[config.mk]
export PLATFORM = sky130hd
export DESIGN_NAME = display_scan_arbiter
export DESIGN_NICKNAME = d
export VERILOG_FILES = /design/src/rtl/display_pkg.sv /design/src/rtl/seg7_decode.sv /design/src/rtl/display_scan_arbiter.sv
export SDC_FILE = /design/constraint.sdc
export NUM_CORES = 1
export LEC_CHECK = 0
export CORE_UTILIZATION = 50
export DETAILED_ROUTE_END_ITERATION = 8
export GPL_TIMING_DRIVEN = 0
export PLACE_DENSITY = 0.79
export SYNTH_ARGS = -nofsm -noshare
export SYNTH_HDL_FRONTEND = slang
export SYNTH_SLANG_ARGS = --single-unit
[constraint.sdc]
create_clock -name clk -period 6.75 [get_ports clk]
set_input_delay 1.0125 -clock clk [delete_from_list [all_inputs] [get_ports clk]]
set_output_delay 1.0125 -clock clk [all_outputs]
set_load 0.02 [all_outputs]
[src/rtl/display_pkg.sv]
// rtl/display_pkg.sv - shared constants, fetch FSM encoding and arbitration helper
package display_pkg;

    localparam int SRC_GAME   = 0;
    localparam int SRC_BANNER = 1;

    typedef enum logic [1:0] {
        ST_IDLE = 2'd0,
        ST_WAIT = 2'd1,
        ST_DONE = 2'd2
    } fetch_state_t;

    localparam logic [7:0] SEG_0     = 8'hFC;
    localparam logic [7:0] SEG_1     = 8'h60;
    localparam logic [7:0] SEG_2     = 8'hDA;
    localparam logic [7:0] SEG_3     = 8'hF2;
    localparam logic [7:0] SEG_4     = 8'h66;
    localparam logic [7:0] SEG_5     = 8'hB6;
    localparam logic [7:0] SEG_6     = 8'hBE;
    localparam logic [7:0] SEG_7     = 8'hE0;
    localparam logic [7:0] SEG_8     = 8'hFE;
    localparam logic [7:0] SEG_9     = 8'hF6;
    localparam logic [7:0] SEG_BLANK = 8'h00;

    // Banner has fixed priority over the live game view.
    function automatic logic [1:0] arbitrate(input logic [1:0] req);
        logic [1:0] g;
        g = 2'b00;
        if (req[SRC_BANNER])
            g = 2'b10;
        else if (req[SRC_GAME])
            g = 2'b01;
        return g;
    endfunction

endpackage

[src/rtl/seg7_decode.sv]
// rtl/seg7_decode.sv - BCD digit to abcdefg.dp segment pattern, non-decimal codes blank
module seg7_decode
    import display_pkg::*;
(
    input  logic [3:0] bcd,
    output logic [7:0] seg
);

    always_comb begin
        case (bcd)
            4'd0:    seg = SEG_0;
            4'd1:    seg = SEG_1;
            4'd2:    seg = SEG_2;
            4'd3:    seg = SEG_3;
            4'd4:    seg = SEG_4;
            4'd5:    seg = SEG_5;
            4'd6:    seg = SEG_6;
            4'd7:    seg = SEG_7;
            4'd8:    seg = SEG_8;
            4'd9:    seg = SEG_9;
            default: seg = SEG_BLANK;
        endcase
    end

endmodule

[src/rtl/display_scan_arbiter.sv]
// rtl/display_scan_arbiter.sv - LED matrix / seven-seg scanner with frame-boundary source arbitration
module display_scan_arbiter
    import display_pkg::*;
#(
    parameter int ROW_TICKS    = 8192,
    parameter int FETCH_WINDOW = 64,
    parameter int BLANK_TICKS  = 16
)(
    input  logic        clk,
    input  logic        reset,
    input  logic [1:0]  src_req,
    output logic [1:0]  src_grant,
    output logic        row_rd,
    output logic [2:0]  row_addr,
    input  logic [1:0]  src_valid,
    input  logic [7:0]  src0_r,
    input  logic [7:0]  src0_g,
    input  logic [7:0]  src1_r,
    input  logic [7:0]  src1_g,
    input  logic [23:0] digit_bcd,
    output logic [7:0]  matrix_segout_r,
    output logic [7:0]  matrix_segout_g,
    output logic [7:0]  matrix_scanout,
    output logic [7:0]  led_segout,
    output logic [2:0]  led_scanout,
    output logic        frame_start,
    output logic [7:0]  miss_cnt
);

    localparam int            TW          = $clog2(ROW_TICKS);
    localparam logic [TW-1:0] TICK_LAST   = TW'(ROW_TICKS - 1);
    localparam logic [TW-1:0] FETCH_START = TW'(ROW_TICKS - FETCH_WINDOW);
    localparam logic [TW-1:0] BLANK_END   = TW'(BLANK_TICKS);

    logic [TW-1:0] tick, tick_nxt;
    logic [2:0]    row, row_nxt, digit, digit_nxt;
    logic          wrap, fetch_edge, blank_nxt, valid_sel;
    logic [1:0]    grant_nxt;
    fetch_state_t  state, state_nxt;
    logic          start_fetch, take_data, missed;
    logic [7:0]    shadow_r, shadow_g, line_r, line_g, line_r_nxt, line_g_nxt;
    logic [7:0]    data_r, data_g, seg;
    logic [3:0]    nib, nib_nxt, digit_sel;

    // Everything registered is computed from next-cycle counter values so pins line up with tick.
    assign wrap       = (tick == TICK_LAST);
    assign tick_nxt   = wrap ? '0 : tick + TW'(1);
    assign row_nxt    = wrap ? row + 3'd1 : row;
    assign digit_nxt  = wrap ? ((digit == 3'd5) ? 3'd0 : digit + 3'd1) : digit;
    assign fetch_edge = (tick_nxt == FETCH_START);
    assign blank_nxt  = (tick_nxt < BLANK_END);

    // Only the row-7 fetch (next frame's row 0) may change ownership.
    assign grant_nxt  = (fetch_edge && row == 3'd7) ? arbitrate(src_req) : src_grant;
    assign valid_sel  = |(src_valid & src_grant);
    assign data_r     = src_grant[SRC_BANNER] ? src1_r : src0_r;
    assign data_g     = src_grant[SRC_BANNER] ? src1_g : src0_g;

    assign line_r_nxt = wrap ? shadow_r : line_r;
    assign line_g_nxt = wrap ? shadow_g : line_g;

    always_comb begin
        case (digit_nxt)
            3'd0:    digit_sel = digit_bcd[23:20];
            3'd1:    digit_sel = digit_bcd[19:16];
            3'd2:    digit_sel = digit_bcd[15:12];
            3'd3:    digit_sel = digit_bcd[11:8];
            3'd4:    digit_sel = digit_bcd[7:4];
            3'd5:    digit_sel = digit_bcd[3:0];
            default: digit_sel = 4'h0;
        endcase
    end

    assign nib_nxt = (tick_nxt == BLANK_END) ? digit_sel : nib;

    seg7_decode u_seg7_decode (
        .bcd (nib_nxt),
        .seg (seg)
    );

    always_ff @(posedge clk or negedge reset) begin
        if (!reset)
            state <= ST_IDLE;
        else
            state <= state_nxt;
    end

    always_comb begin
        state_nxt = state;
        case (state)
            ST_IDLE: if (fetch_edge && grant_nxt != 2'b00) state_nxt = ST_WAIT;
            ST_WAIT: begin
                if (wrap)
                    state_nxt = ST_IDLE;
                else if (valid_sel)
                    state_nxt = ST_DONE;
            end
            ST_DONE: if (wrap) state_nxt = ST_IDLE;
            default: state_nxt = ST_IDLE;
        endcase
    end

    always_comb begin
        start_fetch = 1'b0;
        take_data   = 1'b0;
        missed      = 1'b0;
        case (state)
            ST_IDLE: start_fetch = fetch_edge && (grant_nxt != 2'b00);
            ST_WAIT: begin
                take_data = valid_sel && !wrap;
                missed    = wrap;
            end
            default: ;
        endcase
    end

    always_ff @(posedge clk or negedge reset) begin
        if (!reset) begin
            tick            <= '0;
            row             <= 3'd0;
            digit           <= 3'd0;
            nib             <= 4'h0;
            shadow_r        <= 8'h00;
            shadow_g        <= 8'h00;
            line_r          <= 8'h00;
            line_g          <= 8'h00;
            src_grant       <= 2'b00;
            row_rd          <= 1'b0;
            row_addr        <= 3'd0;
            frame_start     <= 1'b0;
            miss_cnt        <= 8'h00;
            matrix_scanout  <= 8'h00;
            matrix_segout_r <= 8'h00;
            matrix_segout_g <= 8'h00;
            led_segout      <= 8'h00;
            led_scanout     <= 3'd0;
        end else begin
            tick      <= tick_nxt;
            row       <= row_nxt;
            digit     <= digit_nxt;
            nib       <= nib_nxt;
            src_grant <= grant_nxt;
            line_r    <= line_r_nxt;
            line_g    <= line_g_nxt;
            // Shadow starts every fetch window empty so a miss or no-owner row shows dark.
            if (take_data) begin
                shadow_r <= data_r;
                shadow_g <= data_g;
            end else if (fetch_edge) begin
                shadow_r <= 8'h00;
                shadow_g <= 8'h00;
            end
            row_rd      <= start_fetch;
            row_addr    <= start_fetch ? row + 3'd1 : 3'd0;
            frame_start <= wrap && (row == 3'd7);
            if (missed && miss_cnt != 8'hFF)
                miss_cnt <= miss_cnt + 8'd1;
            matrix_scanout  <= blank_nxt ? 8'h00 : (8'h01 << row_nxt);
            matrix_segout_r <= blank_nxt ? 8'h00 : line_r_nxt;
            matrix_segout_g <= blank_nxt ? 8'h00 : line_g_nxt;
            led_segout      <= blank_nxt ? 8'h00 : seg;
            led_scanout     <= digit_nxt;
        end
    end

endmodule

==> impl_metrics.json, run 1 <==
{
  "outcome": "finished clean",
  "die_area_um2": 10510,
  "cp.arrival_ns": 3.99,
  "rsz0062_at_grt": "no",
  "coreArea_um2": 9774,
  "die_width_um": 102.5,
  "dp_slack_ns": 2.989,
  "crit_fanout": 10,
  "tightest_slew_ns": 1.144,
  "tns_ns": 0,
  "yosysWarnings": 0,
  "fillerInstances": 760,
  "period_share_pct": 55.50,
  "hold_viol_final": 0,
  "syn-cell-area_um2": 5052,
  "hp-class": "flip-flop to flip-flop",
  "die_y_um": 102.5,
  "cts_resized": 0,
  "ys_ff_latch": 103,
  "period_minus_slack_ns": 3.746,
  "cts_hold_buffers": 0,
  "ant_nets": 0,
  "skew_ns": 0.01152,
  "syn-num-nets": 556,
  "timing.hold.worst.start": "line_g[1]",
  "dp_hpwl_um": 8448,
  "cts_buffers": 9,
  "criticalPathCategory": "flip-flop to flip-flop",
  "seq_area_frac_synth_pct": 51.02,
  "irDropWorstVdd_uv": 106.9,
  "dp.cells": 729,
  "pwr-share-seq_pct": 55.5,
  "grt_use_total_pct": 22.92,
  "syn_avg_cell_area_um2": 10.42,
  "wire_per_inst_um": 15.12,
  "endpoint": "matrix_segout_g[3]",
  "crit_start": "tick[0]",
  "p_switching_w": 0.0002692,
  "r2r_end": "matrix_segout_g[3]",
  "cts_root_buf": "clkbuf_8",
  "htree_num_levels": 3,
  "clock_path_buffers": 2,
  "drive_gt1_share_pct": 8.497,
  "start_util_pct": 51.69,
  "grt_overflow": 0,
  "leakage_nw": 2.886,
  "setup_viol_count_final": 0,
  "clkPwrFrac_pct": 36.6,
  "antenna_cells": 0,
  "worst_slack_ns": 3.004,
  "syn_inst": 485,
  "place_area_um2": 6345,
  "cp-end-kind": "flip-flop",
  "power.density_nw_per_um2": 171.0,
  "ys_top_cells_by_area": "dfrtp_1 51%, mux2i_1 5.5%, nand2_1 4.8%",
  "clk_pin_slew_ns": 0.11,
  "fmax_ghz": 0.2669,
  "synth_cell_types": 69,
  "drc": 0,
  "fin_cells": 745,
  "ff2ff_path_depth": 9,
  "postCtsSetupBuffers": 0,
  "clkLatencyLatePin_ns": 0.38,
  "viasPerCell": 5.460,
  "holdWs_ns": 0.4730,
  "gp_congestion": 0.8836,
  "clock_sinks": 103,
  "maxCapViolCount": 0,
  "slew_headroom_pct": 23.56,
  "synthArstFlopShare_pct": 100.0,
  "synth_edf_count": 0,
  "rr_startpoint": "tick[0]",
  "areaGrowthSynthToFinish_pct": 29.79,
  "yosysTopAreaCellShare_pct": 51.02,
  "rows": 36,
  "layout.nets": 678,
  "pin_count": 112,
  "antenna_found_initial": 0,
  "grt_pass1_vias": 3951,
  "port_buffers": 110,
  "grt_max_degree": 55,
  "yosysTopAreaCell": "dfrtp_1",
  "startpoint_type": "flip-flop",
  "synth_ff_type": "dfrtp_1",
  "num_vias": 4068,
  "p_int_w": 0.0008524,
  "reg2reg_slack_ns": 3.00,
  "cts_tree": "built",
  "required_ns": 7.00,
  "wirelength_um": 11260,
  "maxSlewViolCount": 0,
  "initialDrtViolationCount": 201,
  "switching_share_pct": 24.00,
  "stdcell_area_um2": 6558,
  "dr.pass1.iters": 4,
  "grt_pass1_wl_um": 18460,
  "combPwrFrac_pct": 7.9
}
-- area by class of cell --
class	instances	area, um2	share of cell area, %
Sequential cell	103	2577	39.31
Multi-Input combinational cell	338	2270	34.61
Timing Repair Buffer	111	1126	17.17
Tap cell	133	166.4	2.538
Buffer	30	148.9	2.271
Clock buffer	9	123.9	1.889
Clock inverter	7	88.84	1.355
Inverter	14	56.30	0.8586
-- power groups by stage --
stage               Combinational [W]  Sequential, W  Clock, W
floorplan                   0.0000216       0.000640         0
global placement            0.0000851       0.000635         0
detailed placement          0.0000887       0.000635         0
CTS                         0.0000891       0.000623  0.000418
global route                0.0000964       0.000623  0.000439
finish                      0.0000881       0.000623  0.000411
-- worst max-delay path: stages (launching register included) --
cell and delay [ns]:
dfrtp_1 0.50, ha_1 0.18, buf_2 0.19, nand2_2 0.17
nor4_4 0.39, clkbuf_1 0.46, o21ai_1 0.22, a2111oi_2 0.92
clkbuf_1 0.48, a21oi_1 0.10
-- per-layer routing --
layer / vias to the layer above / share of wire, % / global-route usage (%) / wire, um
li1: 1946 / - / - / -
met1: 1976 / 44 / 30.05 / 4963
met2: 128 / 49 / 38.41 / 5552
met3: 18 / 5.1 / 4.136 / 569
met4: 0 / 1.6 / 8.022 / 179
met5: - / 0 / 0 / 0
-- worst min-delay path by stage --
| stage | slack, ns | end | cells after the start |
|---|---|---|---|
| floorplan | 0.43 | line_g[0] | 2 |
| global placement | 0.44 | line_r[3] | 2 |
| detailed placement | 0.45 | line_g[1] | 2 |
| CTS | 0.47 | line_g[1] | 2 |
| global route | 0.51 | line_r[6] | 2 |
| finish | 0.47 | line_g[1] | 2 |
-- placed cells by master (no fill, tap or decap), types with 4 or more instances in the layout --
cell type          n
a21oi_1           22
and2_1             4
and3_1             5
buf_2              8
clkbuf_1          16
clkbuf_8           9
clkdlybuf4s50_1  109
dfrtp_1          103
ha_1               9
inv_1             12
mux2i_1           28
nand2_1           65
nand2b_1           7
nand3_1           31
nand4_1            5
nor2_1            19
nor2b_1            5
nor3_1            10
nor3b_1            5
o21ai_0           10
o21ai_1           17
or3_1              5
xnor2_1           12
xor2_1            12
-- sequential cells by signal, summed over array words and instances, names as in the netlist, 4 cells and up --
register         cells
matrix_scanout       8
miss_cnt             8
line_r               8
matrix_segout_g      8
nib                  4
shadow_g             8
tick                13
led_segout           7
line_g               8
shadow_r             8
matrix_segout_r      8
-- through the flow --
step                       power, W  utilization, %
after global routing       0.001159           67.09
final                      0.001122           67.09
after detailed placement  0.0007238           64.91
after CTS                  0.001130           67.09
after floorplan           0.0006615               -
after global placement    0.0007204           64.66
-- Yosys cell counts, drive strengths merged, types with 6 or more instances --
master  count
inv        13
a21oi      22
a211oi      6
nor2       20
buf        14
nand3      32
nor3       12
nand4       6
nand2      66
mux2i      29
ha          9
o21ai      27
nand2b      7
dfrtp     103
xor2       12
xnor2      12
clkbuf     16
-- cells by family after synthesis --
logic type | count (synthesis) | share of synthesized area [%]
AO/OA/AOI/OAI | 85 | 11.62
XOR/XNOR | 24 | 4.160
adder cells (fa/ha/maj) | 9 | 2.229
buffers and inverters | 44 | 4.061
flip-flops | 103 | 51.02
multiplexers | 35 | 7.380
other | 1 | 0.07422
AND/OR/NAND/NOR | 184 | 19.47
No activity file was read; power rests on OpenSTA's default activity.
==> inputs of run 2 (changes only) <==
--- a/config.mk
+++ b/config.mk
@@ -5,10 +5,10 @@
 export SDC_FILE = /design/constraint.sdc
 export NUM_CORES = 1
 export LEC_CHECK = 0
-export CORE_UTILIZATION = 50
+export CORE_UTILIZATION = 46
 export DETAILED_ROUTE_END_ITERATION = 8
 export GPL_TIMING_DRIVEN = 0
-export PLACE_DENSITY = 0.79
+export PLACE_DENSITY = 0.77
 export SYNTH_ARGS = -nofsm -noshare
 export SYNTH_HDL_FRONTEND = slang
 export SYNTH_SLANG_ARGS = --single-unit
==> constraint.sdc (replaced) <==
create_clock -name clk -period 3.2 [get_ports clk]
set_input_delay 0.48 -clock clk [delete_from_list [all_inputs] [get_ports clk]]
set_output_delay 0.48 -clock clk [all_outputs]
set_load 0.02 [all_outputs]
==> impl_metrics.json, run 2 (synthesized netlist as in run 1, its figures left out) <==
{
  "outcome": "finished clean",
  "final_common_cell": "clkdlybuf4s50_1",
  "clk_pin_slew_ns": 0.10,
  "grt_use_total_pct": 22.30,
  "die_area_um2": 11410,
  "coreArea_um2": 10510,
  "cts_hold_buffers": 0,
  "hold_viol_final": 0,
  "regArea_um2": 2581,
  "p_int_w": 0.001903,
  "setup_viol_count_final": 0,
  "antenna_cells": 0,
  "cts_tree": "built",
  "maxCapViolCount": 0,
  "dp_slack_ns": -0.6026,
  "rr_startpoint": "tick[8]",
  "grt_pass1_vias": 4176,
  "pwr-share-seq_pct": 54.1,
  "slew_headroom_pct": 40.00,
  "crit_start": "tick[8]",
  "dr.pass1.iters": 6,
  "pin_count": 112,
  "dp_hpwl_um": 8497,
  "drc": 0,
  "grt_pass1_wl_um": 20020,
  "grt_overflow": 0,
  "layout.nets": 689,
  "place_area_um2": 6349,
  "clock_sinks": 103,
  "maxSlewViolCount": 0,
  "port_buffers": 110,
  "cp_cell_sequence": "buf_4 > or3_1 > a311oi_2 > o22ai_2 > a2111oi_4 > buf_4 > buf_4 > a21oi_2 > buf_4 > ha_1 > mux2_1 > a211oi_2",
  "startpoint_type": "flip-flop",
  "crit_slowest_cell": "or3_1",
  "power.density_nw_per_um2": 356.8,
  "fmax_ghz": 0.3215,
  "fin_cells": 758,
  "clkPwrFrac_pct": 37.9,
  "gp_congestion": 0.8489,
  "multiInputGateArea_um2": 2390,
  "initialDrtViolationCount": 246,
  "required_ns": 3.49,
  "criticalPathCategory": "flip-flop to flip-flop",
  "cts_buffers": 9,
  "tightest_slew_ns": 0.8887,
  "reg2reg_slack_ns": 0.09,
  "die_width_um": 106.8,
  "cpMostUsedCell": "buf_4",
  "cp-end-kind": "flip-flop",
  "holdWs_ns": 0.08204,
  "combPwrFrac_pct": 7.9,
  "antenna_found_initial": 0,
  "cp.arrival_ns": 3.40,
  "largest-register": "tick",
  "clkLatencyLatePin_ns": 0.37,
  "leakage_nw": 3.047,
  "skew_ns": 0.01045,
  "irDropWorstVdd_uv": 231.0,
  "hp-class": "input pin to async pin",
  "switching_share_pct": 21.58,
  "htree_num_levels": 3,
  "clock_path_buffers": 2,
  "wire_per_inst_um": 15.65,
  "grt_max_degree": 63,
  "path_buf_inv": 4,
  "stdcell_area_um2": 6800,
  "path_delay_family": "compound AO/OA/AOI/OAI gates",
  "r2r_end": "led_segout[7]",
  "fillerInstances": 794,
  "worst_slack_ns": 0.09003,
  "start_util_pct": 48.08,
  "wirelength_um": 11860,
  "ant_nets": 0,
  "crit_fanout": 10,
  "cts_root_buf": "clkbuf_8",
  "period_minus_slack_ns": 3.110,
  "largest_reg_flops": 13,
  "die_y_um": 106.8,
  "mostFrequentLayoutCells": "109 x clkdlybuf4s50_1, 100 x dfrtp_1, 65 x nand2_1",
  "period_share_pct": 97.19,
  "max_stage_delay_ns": 0.39,
  "areaGrowthSynthToFinish_pct": 34.60,
  "drive_gt1_share_pct": 12.86,
  "rows": 37,
  "dp.cells": 732,
  "ff2ff_path_depth": 12,
  "num_vias": 4151,
  "viasPerCell": 5.476,
  "p_switching_w": 0.0005235
}
==> run 2: changes by cell type in the layout (fill, tap and decap cells not counted), moves of 2 or more <==
cell	before	now
mux2i_4	0	3
clkbuf_8	9	11
dfrtp_1	103	100
mux2i_1	28	26
inv_6	3	1
buf_4	2	16
dfrtp_2	0	3
buf_2	8	6
clkbuf_4	0	2
clkbuf_1	16	12
==> run 2: how the worst max path moves through the flow <==
| stage | end | slack, ns | cells past startpoint |
|---|---|---|---|
| after floorplan | led_segout[7] | 0.08 | 12 |
| after global placement | nib[3] | -2.02 | 1 |
| after detailed placement | led_segout[3] | -0.60 | 9 |
| after CTS | led_segout[7] | 0.02 | 12 |
| after global routing | led_segout[7] | -0.02 | 12 |
| final | led_segout[7] | 0.09 | 12 |
==> run 2: area by class of cell <==
type / count / area share [%]
tap: 136 / 2.502
clock inverter: 4 / 1.122
multi-input combinational: 338 / 35.14
timing repair buffer: 124 / 17.99
sequential: 103 / 37.96
clock buffer: 11 / 2.226
inverter: 14 / 0.8280
buffer: 28 / 2.226
==> run 2: worst reg2reg max path, delay by kind of cell (launching register included) <==
family | cells | cell delay [ns]
buf+inv | 4 | 0.67
simple gates | 1 | 0.39
mux | 1 | 0.32
compound gates | 5 | 1.10
flops | 1 | 0.37
fa+ha+maj | 1 | 0.20
==> run 2: per-layer routing <==
| metal | share of wire (%) | up-vias | GRT usage, % |
|---|---|---|---|
| li1 | - | 1970 | - |
| met1 | 44 | 2020 | 29.27 |
| met2 | 48 | 137 | 36.73 |
| met3 | 6.1 | 24 | 4.924 |
| met4 | 1.7 | 0 | 7.241 |
| met5 | 0 | - | 0 |
==> run 2: what timing repair did <==
action	in CTS	in global routing
buffers inserted	6	7
endpoints found under the hold margin	0	0
pin swaps	2	7
setup endpoints to repair	54	16
gates resized for setup	13	18
==> run 2: metrics by stage <==
step | util (%) | total power [W] | setup TNS [ns]
floorplan | - | 0.001395 | 0
global placement | 60.17 | 0.001519 | -218.26
detailed placement | 60.41 | 0.001526 | -14.89
CTS | 63.52 | 0.002431 | 0
global route | 64.71 | 0.002513 | -0.01523
finish | 64.71 | 0.002426 | 0
==> run 2: power groups by stage <==
stage	combinational (W)	clock, W	sequential (W)
after floorplan	0.0000456	0	0.00135
after global placement	0.000180	0	0.00134
after detailed placement	0.000187	0	0.00134
after CTS	0.000189	0.000928	0.00131
after global routing	0.000209	0.000989	0.00131
final	0.000192	0.000921	0.00131
